$ cat config.mk
export PLATFORM = sky130hd
export DESIGN_NAME = router_input_arbiter_flat
export DESIGN_NICKNAME = d
export VERILOG_FILES = /design/src/rtl/router_input_arbiter_if.sv /design/src/rtl/router_input_arbiter.sv /design/src/flat_wrapper.sv
export SDC_FILE = /design/constraint.sdc
export NUM_CORES = 1
export LEC_CHECK = 0
export CAP_MARGIN = 20
export CORE_AREA = 5 5 77 79
export CTS_CLUSTER_DIAMETER = 40
export DETAILED_ROUTE_END_ITERATION = 16
export DIE_AREA = 0 0 82 84
export DONT_BUFFER_PORTS = 1
export PLACE_DENSITY = 0.68
export SYNTH_ARGS = -nofsm -noshare
export SYNTH_HDL_FRONTEND = slang
export SYNTH_SLANG_ARGS = --single-unit
$ cat constraint.sdc
create_clock -name clk -period 10.5 [get_ports clk]
set_input_delay 2.1 -clock clk [delete_from_list [all_inputs] [get_ports clk]]
set_output_delay 2.1 -clock clk [all_outputs]
set_load 0.01 [all_outputs]
$ cat src/rtl/router_input_arbiter_if.sv
// router_input_arbiter_if
// Bundles the signals between the per-port input FIFOs / XY routing stage
// and the round-robin input arbiter.
//   queue_valid   : per-queue non-empty flag             (FIFO side -> arbiter)
//   queue_head    : per-queue head packet, bit 0 = valid (FIFO side -> arbiter)
//   shift_signals : per-queue forward/pop from routing   (routing   -> arbiter)
//   from_arbiter  : packet presented to routing, 0 when no grant
//   shift         : index of the granted queue
//   timeout       : one-cycle pulse after a grant is dropped by timeout
// Modports: master = FIFO/routing side, slave = arbiter.
`ifndef PL
`define PL 32
`endif

interface router_input_arbiter_if #(
    parameter int REN   = 5,
    parameter int REN_B = 3,
    parameter int PL    = `PL
);
    logic            queue_valid   [0:REN-1];
    logic [PL-1:0]   queue_head    [0:REN-1];
    logic            shift_signals [0:REN-1];
    logic [PL-1:0]   from_arbiter;
    logic [REN_B-1:0] shift;
    logic            timeout;

    modport master (
        output queue_valid, queue_head, shift_signals,
        input  from_arbiter, shift, timeout
    );

    modport slave (
        input  queue_valid, queue_head, shift_signals,
        output from_arbiter, shift, timeout
    );
endinterface

$ cat src/rtl/router_input_arbiter.sv
// router_input_arbiter
// Round-robin input scheduler for one mesh router. In SCAN it picks the first
// non-empty queue starting at the priority pointer; in HOLD it presents that
// queue's head packet to the routing stage until the packet is forwarded, the
// queue empties, or the wait timeout expires.
// Ports:
//   clk : clock, rising edge
//   rst : synchronous reset, active-high
//   arb : router_input_arbiter_if.slave (queue status/heads, forward
//         indications in; granted packet, grant index, timeout pulse out)
`ifndef PL
`define PL 32
`endif

module router_input_arbiter #(
    parameter int REN      = 5,
    parameter int REN_B    = 3,
    parameter int PL       = `PL,
    parameter int MAX_WAIT = 8
) (
    input logic                   clk,
    input logic                   rst,
    router_input_arbiter_if.slave arb
);

    // Counter must hold 0..MAX_WAIT-1; keep at least one bit when the timeout
    // is disabled so the declaration stays legal.
    localparam int WCW = (MAX_WAIT < 2) ? 1 : $clog2(MAX_WAIT + 1);
    localparam logic [REN_B-1:0] LAST_IDX  = REN_B'(REN - 1);
    localparam logic [WCW-1:0]   WAIT_LAST = WCW'((MAX_WAIT == 0) ? 0 : MAX_WAIT - 1);

    typedef enum logic {
        SCAN = 1'b0,
        HOLD = 1'b1
    } state_e;

    state_e           state_q;
    logic [REN_B-1:0] ptr_q;
    logic [REN_B-1:0] cur_q;
    logic [WCW-1:0]   wait_cnt_q;
    logic             timeout_q;

    logic             scan_hit_d;
    logic [REN_B-1:0] scan_idx_d;
    logic [REN_B-1:0] cand;
    logic [REN_B-1:0] ptr_after_cur_d;

    // Circular search from ptr_q; the candidate wraps at REN rather than at
    // 2**REN_B so out-of-range indices are never visited.
    always_comb begin
        scan_hit_d = 1'b0;
        scan_idx_d = '0;
        cand       = ptr_q;
        for (int k = 0; k < REN; k++) begin
            if (!scan_hit_d && arb.queue_valid[cand]) begin
                scan_hit_d = 1'b1;
                scan_idx_d = cand;
            end
            cand = (cand == LAST_IDX) ? '0 : cand + 1'b1;
        end
    end

    assign ptr_after_cur_d = (cur_q == LAST_IDX) ? '0 : cur_q + 1'b1;

    always_ff @(posedge clk) begin
        if (rst) begin
            state_q    <= SCAN;
            ptr_q      <= '0;
            cur_q      <= '0;
            wait_cnt_q <= '0;
            timeout_q  <= 1'b0;
        end else begin
            timeout_q <= 1'b0;
            case (state_q)
                SCAN: begin
                    if (scan_hit_d) begin
                        cur_q      <= scan_idx_d;
                        wait_cnt_q <= '0;
                        state_q    <= HOLD;
                    end
                end
                HOLD: begin
                    // Exit order: consume beats an emptied queue, which beats
                    // the timeout; a consume on the last wait cycle therefore
                    // suppresses the timeout pulse.
                    if (arb.shift_signals[cur_q]) begin
                        ptr_q   <= ptr_after_cur_d;
                        state_q <= SCAN;
                    end else if (!arb.queue_valid[cur_q]) begin
                        state_q <= SCAN;
                    end else if ((MAX_WAIT != 0) && (wait_cnt_q == WAIT_LAST)) begin
                        timeout_q <= 1'b1;
                        ptr_q     <= ptr_after_cur_d;
                        state_q   <= SCAN;
                    end else begin
                        wait_cnt_q <= wait_cnt_q + 1'b1;
                    end
                end
                default: state_q <= SCAN;
            endcase
        end
    end

    // The packet path is purely combinational from the queue heads so the
    // routing stage sees the head in the same cycle the grant is held.
    assign arb.from_arbiter = ((state_q == HOLD) && arb.queue_valid[cur_q])
                              ? arb.queue_head[cur_q] : '0;
    assign arb.shift        = cur_q;
    assign arb.timeout      = timeout_q;

endmodule

$ cat src/flat_wrapper.sv
// flat-port wrapper written by rule: the top's interface ports become plain ports
module router_input_arbiter_flat 
#(
    parameter int REN      = 5,
    parameter int REN_B    = 3,
    parameter int PL       = `PL,
    parameter int MAX_WAIT = 8
)
  (clk, rst, arb_queue_valid, arb_queue_head, arb_shift_signals, arb_from_arbiter, arb_shift, arb_timeout);
  router_input_arbiter_if #(.REN(REN), .REN_B(REN_B), .PL(PL)) arb_i ();
  input logic clk;
  input logic rst;
  input wire logic [$bits(arb_i.queue_valid)-1:0] arb_queue_valid;
  input wire logic [$bits(arb_i.queue_head)-1:0] arb_queue_head;
  input wire logic [$bits(arb_i.shift_signals)-1:0] arb_shift_signals;
  output wire logic [$bits(arb_i.from_arbiter)-1:0] arb_from_arbiter;
  output wire logic [$bits(arb_i.shift)-1:0] arb_shift;
  output wire logic [$bits(arb_i.timeout)-1:0] arb_timeout;
  assign arb_i.queue_valid = {>>{arb_queue_valid}};
  assign arb_i.queue_head = {>>{arb_queue_head}};
  assign arb_i.shift_signals = {>>{arb_shift_signals}};
  assign arb_from_arbiter = arb_i.from_arbiter;
  assign arb_shift = arb_i.shift;
  assign arb_timeout = arb_i.timeout;
  router_input_arbiter #(.REN(REN), .REN_B(REN_B), .PL(PL), .MAX_WAIT(MAX_WAIT)) u_core (.clk(clk), .rst(rst), .arb(arb_i));
endmodule
* Word level (Yosys, flattened, before mapping)
Index checks and enable logic that the tools add are counted.
** Storage, ports and cells
- Register bits after elaboration :: 12
- Latch bits :: 0
- RAM bits :: 0
- Bits in read-only memories :: 0
- Input bits :: 172
- Memories kept :: 0
** Cells by class
- $add $sub $neg :: 6
- Multiply operators :: 0
- Div/mod/pow operators :: 0
- Magnitude comparators :: 6
- Equality and inequality tests :: 10
- Shift operators :: 0
- Multiplexer cells :: 54
- Bitwise gates (word level) :: 8
- Reduce and logical (&&, ||, !) cells :: 15
** Operators by type and width (count)
- $bmux W32 S3 :: 1
- $mux W32 :: 3
- $mux W3 :: 13
- $ge A4 B4 Y1 const B :: 6
- $mux W1 :: 24
- $not A3 Y4 :: 6
- $bmux W1 S3 :: 7
- $mux W4 :: 4
- $add A3 B1 Y3 const B :: 5
- $eq A3 B3 Y1 const B :: 5
- $pmux W4 S2 :: 1
- $ne A2 B2 Y1 const B :: 3
- $logic_and A1 B1 Y1 :: 5
- $add A4 B1 Y4 const B :: 1
- $eq A4 B3 Y1 const B :: 1
- $logic_not A1 Y1 :: 4
- $reduce_and A4 Y1 :: 1
- $reduce_bool A2 Y1 :: 2
- $reduce_or A4 Y1 :: 1
- $reduce_and A3 Y1 :: 1
- $ne A2 B1 Y1 const B :: 1
- $not A1 Y1 :: 2
- $pmux W1 S2 :: 1
- $reduce_and A2 Y1 :: 1

* Depth between registers and ports, before layout
Gate-level depths: netlist of the first run.
- Depth in word-level cells :: 19
- Gate-level depth with buffers :: 17

* Worst setup path before layout of the first run
Ideal clock, no wire load.
- Kind :: in2out
- Start :: input arb_queue_valid[1]
- End :: output arb_from_arbiter[10]
- Data arrival time :: 3.350 ns
- Slack :: 5.050 ns
- Stages on the path :: 6
- Buffers on the path :: 2
- Path through :: mux4_2 nand2_1 a21o_1 clkbuf_1 clkbuf_1 nor2_1
** Between the ends
- Word-level cells in the longest chain between the ends :: 5
** RTL lines
- start, declared :: line flat_wrapper.sv:13 : input wire logic [$bits(arb_i.queue_valid)-1:0] arb_queue_valid;
- $bmux W1 S3 :: line router_input_arbiter.sv:106 : assign arb.from_arbiter = ((state_q == HOLD) && arb.queue_valid[cur_q])
- $mux W1 (not written as such) (2 in series) :: line router_input_arbiter.sv:106
- $logic_and A1 B1 Y1 :: line router_input_arbiter.sv:106
- $mux W32 :: line router_input_arbiter.sv:107 : ? arb.queue_head[cur_q] : '0;
- end, declared :: line flat_wrapper.sv:16 : output wire logic [$bits(arb_i.from_arbiter)-1:0] arb_from_arbiter;
Every way passes these cells. The select of a mux whose other input is x is not followed.

* Final worst setup path of the first run
- Start :: input arb_queue_valid[1]
- End :: output arb_from_arbiter[29]
Same word-level chain as after synthesis.

==> reports/summary.txt, run 1 <==
CTS Hold Bufs: 0
Die W: 82 um
Hold Crit Class: reg -> reg
dpl ws: 4.67 ns
crit-path max FO: 27
core area: 5270 um^2
number of global-route vias before repair: 2808
clk slew on worst S/H paths: 0.05 ns
Net Count, Synth: 495
Syn-to-layout area delta: 4.66%
crit path DAT: 3.35 ns
cell area after layout: 2810 um^2
worst slew pin tran: 0.976 ns
final worst slack: 5.05 ns
# IOs: 208
Mapped Avg Cell Area: 8.59 um^2
Via density: 7.41
H-Tree Depth: 1
TritonCTS clock tree: built
DP HPWL: 8.80 mm
CTS root buf: clkbuf_8
Clock Path Buffers: 2
Layout Utilization: 53.4%
Initial Util: 51.0%
Yosys top cell area share: 28.5%
clk_skew: 0.000452 ns
Final ANT Viol Nets: 0
endpoints failing hold: 0
Worst R2R Start: u_core.ptr_q[0]
# placed instances: 363
relative slew slack: 35.0%
1st-pass router iterations: 5
port buffer count: 0
Overall Global Routing Usage: 30.3%
Die Y-Extent: 84 um
DRC Markers: 0
RSZ-0062 raised after global routing: no
P_leak: 1.00 nW
GR Overflow Total: 0
slowest stage delay, CP: 0.44 ns
first-pass GRT wire length: 15.6 mm
R2R depth: 16
Wirelength per Cell: 28.2 um
DR iter-0 viols: 338
Critical Path Source: arb_queue_valid[1]
top-count cell post-synth: nor2_1
Final Max Tran Viols: 0
via count: 2808
total power: 0.860 mW
crit path capture: arb_from_arbiter[29]
CP top delay family: multiplexers
hold slack: 0.526 ns
initial antenna violation count: 11
Worst setup EP type: primary output
CP Depth: 5
PD cells: 306 nW/um^2
Peak VDD IR: 0.000189 V
Worst Path Class, Setup: in -> out
routed wire length: 10.7 mm
crit-path cells: mux4_2, nand2_1, a21o_1, buf_16, nor2_1
# clock sinks: 12
fin cells: 379
CP Buf/Inv Count: 1
Syn. warnings: 0
largest net degree at the start of global routing: 40
register area share after synthesis: 8.94%
Setup violations, final: 0
gpl congestion: 0.956
cells after synthesis: 313
MaxCap Viol Count: 0
Distinct cells, synth: 62
outcome: complete, no violations
clock latency on the worst-skew pair: 0.24 ns
die outline area: 6890 um^2
# nets final: 479
crit path max-delay cell type: mux4_2
Setup TNS: 0 ns
EDFF count, synth: 0
synth top area cells: mux4_2 28%, dfxtp_1 8.9%, a22oi_1 8.9%, nor2_1 6.0%, ha_1 4.7%
fmax: 183 MHz
fraction of registers with async set/reset: 0%
Netlist Area Pre-Place: 2690 um^2
min Tclk post-route: 5.45 ns
Worst R2R Setup Slack: 5.91 ns
Primary FF master, synth: dfxtp_1
# Post-CTS Setup Buffers: 0
post-route clock period utilization: 51.9%
Post-CTS Resized: 0
WP data required: 8.40 ns
row cnt: 27
post-synthesis register bit count: 12
Synth area leader: mux4_2
Synth top cells by count: 43 x nor2_1, 34 x mux4_2, 32 x a22oi_1
R2R Path End: u_core.wait_cnt_q[2]
nature of the critical path startpoint: input port
Num CTS Buffers: 3
Worst Hold Depth: 1
layout cell share with drive strength beyond 1: 19.6%
area post-placement: 2700 um^2
## sequential cells by signal (all words and copies together), names as in the netlist
register / flops
u_core.arb.shift: 3
u_core.arb.timeout: 1
u_core.ptr_q: 3
u_core.state_q: 1
u_core.wait_cnt_q: 4
## worst min-delay path by stage
| stage | startpoint | endpoint | slack [ns] |
|---|---|---|---|
| 6_report | u_core.wait_cnt_q[1] | u_core.wait_cnt_q[1] | 0.53 |
| 5_1_grt | u_core.wait_cnt_q[1] | u_core.wait_cnt_q[1] | 0.58 |
| 4_1_cts | u_core.wait_cnt_q[1] | u_core.wait_cnt_q[1] | 0.53 |
| 3_5_place_dp | u_core.wait_cnt_q[1] | u_core.wait_cnt_q[1] | 0.52 |
| 3_3_place_gp | u_core.wait_cnt_q[1] | u_core.wait_cnt_q[1] | 0.50 |
| 2_1_floorplan | u_core.wait_cnt_q[1] | u_core.wait_cnt_q[1] | 0.49 |
## cell type report
cell class                      instances  area (um^2)
Antenna cell                           11         27.5
Multi-Input combinational cell        259         2280
Timing Repair Buffer                    4         50.0
Fill cell                             505         2460
Tap cell                               72         90.1
Clock buffer                            4         55.1
Inverter                               17         63.8
Sequential cell                        12          243
## cell families (layout without fill, tap and decap cells)
kind of cell | Yosys count | count (layout) | share of synthesized area (%)
fa+ha+maj | 10 | 10 | 4.66
other cells | 0 | 11 | 0
flops | 12 | 12 | 8.94
mux | 42 | 42 | 31.6
compound gates | 102 | 102 | 29.6
buf+inv | 42 | 25 | 6.28
simple gates | 105 | 105 | 19.0
## cell usage in the layout (no fill, tap or decap), types with 5 or more instances in the layout
master     n
nor2_1    43
mux4_2    34
a22oi_1   32
nand2_1   18
inv_1     17
a21oi_1   13
diode_2   11
nand3_1   10
ha_1      10
dfxtp_1   10
o21ai_0    9
nor3_1     6
mux2i_1    6
and3_1     5
a211oi_1   5
## per-layer routing
layer / wire length (um) / GRT usage (%) / part of all wire, %
met3: 931 / 6.48 / 8.7
met2: 5660 / 49.3 / 53
met4: 486 / 19.8 / 4.6
met5: 0 / 0 / 0
met1: 3600 / 34.8 / 34
## where the power goes
part / total, mW / leakage (nW) / internal, mW / switching, mW
registers: 0.106 / 0.0986 / 0.0571 / 0.0490
logic: 0.703 / 0.875 / 0.307 / 0.395
clock network: 0.0513 / 0.0288 / 0.0332 / 0.0181
total: 0.860 / 1.00 / 0.397 / 0.463
Power figures use the tool's default switching activity.
==> inputs of run 2 (changes only) <==
Settings changed: CORE_AREA 5 5 77 79 to 5 5 78 80, DIE_AREA 0 0 82 84 to 0 0 83 85, PLACE_DENSITY 0.68 to 0.66.
Clock period 10.5 ns to 5.4 ns, I/O delays scaled along.
==> run 2 against run 1 <==
Against the previous run:
- worst hold slack gained 0.0028 ns
- largest cell class unchanged
- sequential share of layout area rose by 0.074 points
- final cell count fell by 1.8%
==> reports/summary.txt, run 2 (same netlist as run 1, synthesis figures left out) <==
H-Tree Depth: 1 (unchanged)
crit-path max FO: 16 (-41%)
first-pass GRT wire length: 14.8 mm (-5.0%)
WP data required: 5.53 ns (-2.87 ns)
1st-pass router iterations: 4 (-1)
DP HPWL: 8.06 mm (-8.4%)
Via density: 7.40 (-0.19%)
Fillers: 513 (+1.6%)
largest reg by FF count: u_core.wait_cnt_q
fin cells: 372 (-1.8%)
Clock Path Buffers: 2 (unchanged)
GR Overflow Total: 0 (unchanged)
initial antenna violation count: 7 (-4)
# IOs: 208 (unchanged)
number of global-route vias before repair: 2779 (-1.0%)
Peak VDD IR: 0.000239 V (+26%)
Setup violations, final: 0 (unchanged)
fmax: 224 MHz
outcome: complete, no violations
RSZ-0062 raised after global routing: no
R2R Path End: u_core.wait_cnt_q[2]
clk_skew: 0.00470 ns (+0.00425 ns)
row cnt: 27 (unchanged)
# clock sinks: 12 (unchanged)
crit path capture: u_core.wait_cnt_q[2]
Worst R2R Start: u_core.ptr_q[0]
R2R depth: 16 (unchanged)
Wirelength per Cell: 26.6 um (-5.7%)
Overall Global Routing Usage: 26.0% (-4.3 points)
CTS Hold Bufs: 0 (unchanged)
# placed instances: 364 (+0.28%)
Final ANT Viol Nets: 0 (unchanged)
hold slack: 0.529 ns (+0.00277 ns)
most frequent cells in the layout: 43 x nor2_1, 34 x mux4_2, 32 x a22oi_1
Syn-to-layout area delta: 3.77%
routed wire length: 9.89 mm (-7.4%)
nature of the critical path startpoint: flop
PD cells: 589 nW/um^2 (+93%)
Die Y-Extent: 85 um (+1.2%)
CTS root buf: clkbuf_8
Die W: 83 um (+1.2%)
Final Max Tran Viols: 0 (unchanged)
Num CTS Buffers: 3 (unchanged)
crit path DAT: 4.59 ns (+1.24 ns)
clock latency on the worst-skew pair: 0.24 ns (about the same)
Worst setup EP type: flop
Largest register FFs: 4 (unchanged)
Layout Utilization: 52.3% (-1.1 points)
endpoints failing hold: 0 (unchanged)
# nets final: 480 (+0.21%)
gpl congestion: 0.945 (-1.1%)
Initial Util: 50.4% (-0.65 points)
P_leak: 1.00 nW (-0.18%)
worst slew pin tran: 0.696 ns (-0.280 ns)
# Post-CTS Setup Buffers: 0 (unchanged)
largest net degree at the start of global routing: 37 (-7.5%)
via count: 2751 (-2.0%)
die outline area: 7060 um^2 (+2.4%)
TritonCTS clock tree: built
total power: 1.64 mW (+91%)
Worst Path Class, Setup: reg -> reg
MaxCap Viol Count: 0 (unchanged)
leading cell type in the layout, fill and taps excluded: nor2_1
min Tclk post-route: 4.46 ns
clk slew on worst S/H paths: 0.05 ns (about the same)
Post-CTS Resized: 0 (unchanged)
layout cell share with drive strength beyond 1: 19.6% (unchanged)
relative slew slack: 52.9% (+18 points)
port buffer count: 0 (unchanged)
Worst R2R Setup Slack: 0.94 ns (-4.97 ns)
core area: 5340 um^2 (+1.3%)
DR iter-0 viols: 282 (-17%)
Setup TNS: 0 ns (unchanged)
Hold Crit Class: reg -> reg
DRC Markers: 0 (unchanged)
post-route clock period utilization: 82.6%
Critical Path Source: u_core.ptr_q[0]
[run 2: layer usage]
layer | share of wire (%) | global-route usage [%] | routed length (um) | up-vias
li1 | - | - | - | 1226
met1 | 36 | 30.5 | 3600 | 1316
met5 | 0.49 | 0 | 48 | -
met2 | 49 | 43.9 | 4880 | 180
met4 | 1.6 | 7.43 | 157 | 8
met3 | 12 | 10.6 | 1200 | 21
[run 2: cell type report]
type | count | area [um^2] | area share, %
clock buffer | 3 | 41.3 | 1.48
tap | 72 | 90.1 | 3.23
antenna | 4 | 10.0 | 0.359
timing repair buffer | 5 | 57.6 | 2.06
inverter | 17 | 63.8 | 2.29
sequential | 12 | 243 | 8.70
multi-input combinational | 259 | 2280 | 81.9
[run 2: worst min path at each step]
stage	depth (start not counted)	from	end
final	1	u_core.wait_cnt_q[1]	u_core.wait_cnt_q[1]
after global routing	1	u_core.wait_cnt_q[1]	u_core.wait_cnt_q[1]
after CTS	1	u_core.wait_cnt_q[1]	u_core.wait_cnt_q[1]
after detailed placement	1	u_core.wait_cnt_q[1]	u_core.wait_cnt_q[1]
after global placement	1	u_core.wait_cnt_q[1]	u_core.wait_cnt_q[1]
after floorplan	1	u_core.wait_cnt_q[1]	u_core.wait_cnt_q[1]
[run 2: worst max-delay path, stage by stage, from the launching register on]
cell and delay (ns):
dfxtp_1 0.64, inv_1 0.22, ha_1 0.30, nand2_1 0.10
nand2_1 0.12, ha_1 0.24, o21ai_0 0.14, a22o_1 0.38
inv_1 0.15, ha_1 0.28, a311o_1 0.37, nor2_2 0.21
o21ai_0 0.18, a2111o_1 0.44, nand3_1 0.13, nor3_1 0.08
a311o_1 0.36
[run 2: metrics by stage]
stage | cell area, um^2 | worst slack, ns
after floorplan | 2690 | 1.83
after global placement | 2710 | 1.22
after CTS | 2750 | 1.01
final | 2790 | 0.940
after detailed placement | 2710 | 1.03
after global routing | 2780 | 0.603
[run 2: where the power goes]
part | internal [mW] | total [mW] | switching [mW]
Clock | 0.0491 | 0.0815 | 0.0323
Combinational | 0.598 | 1.38 | 0.782
Sequential | 0.111 | 0.181 | 0.0696
Total | 0.758 | 1.64 | 0.884
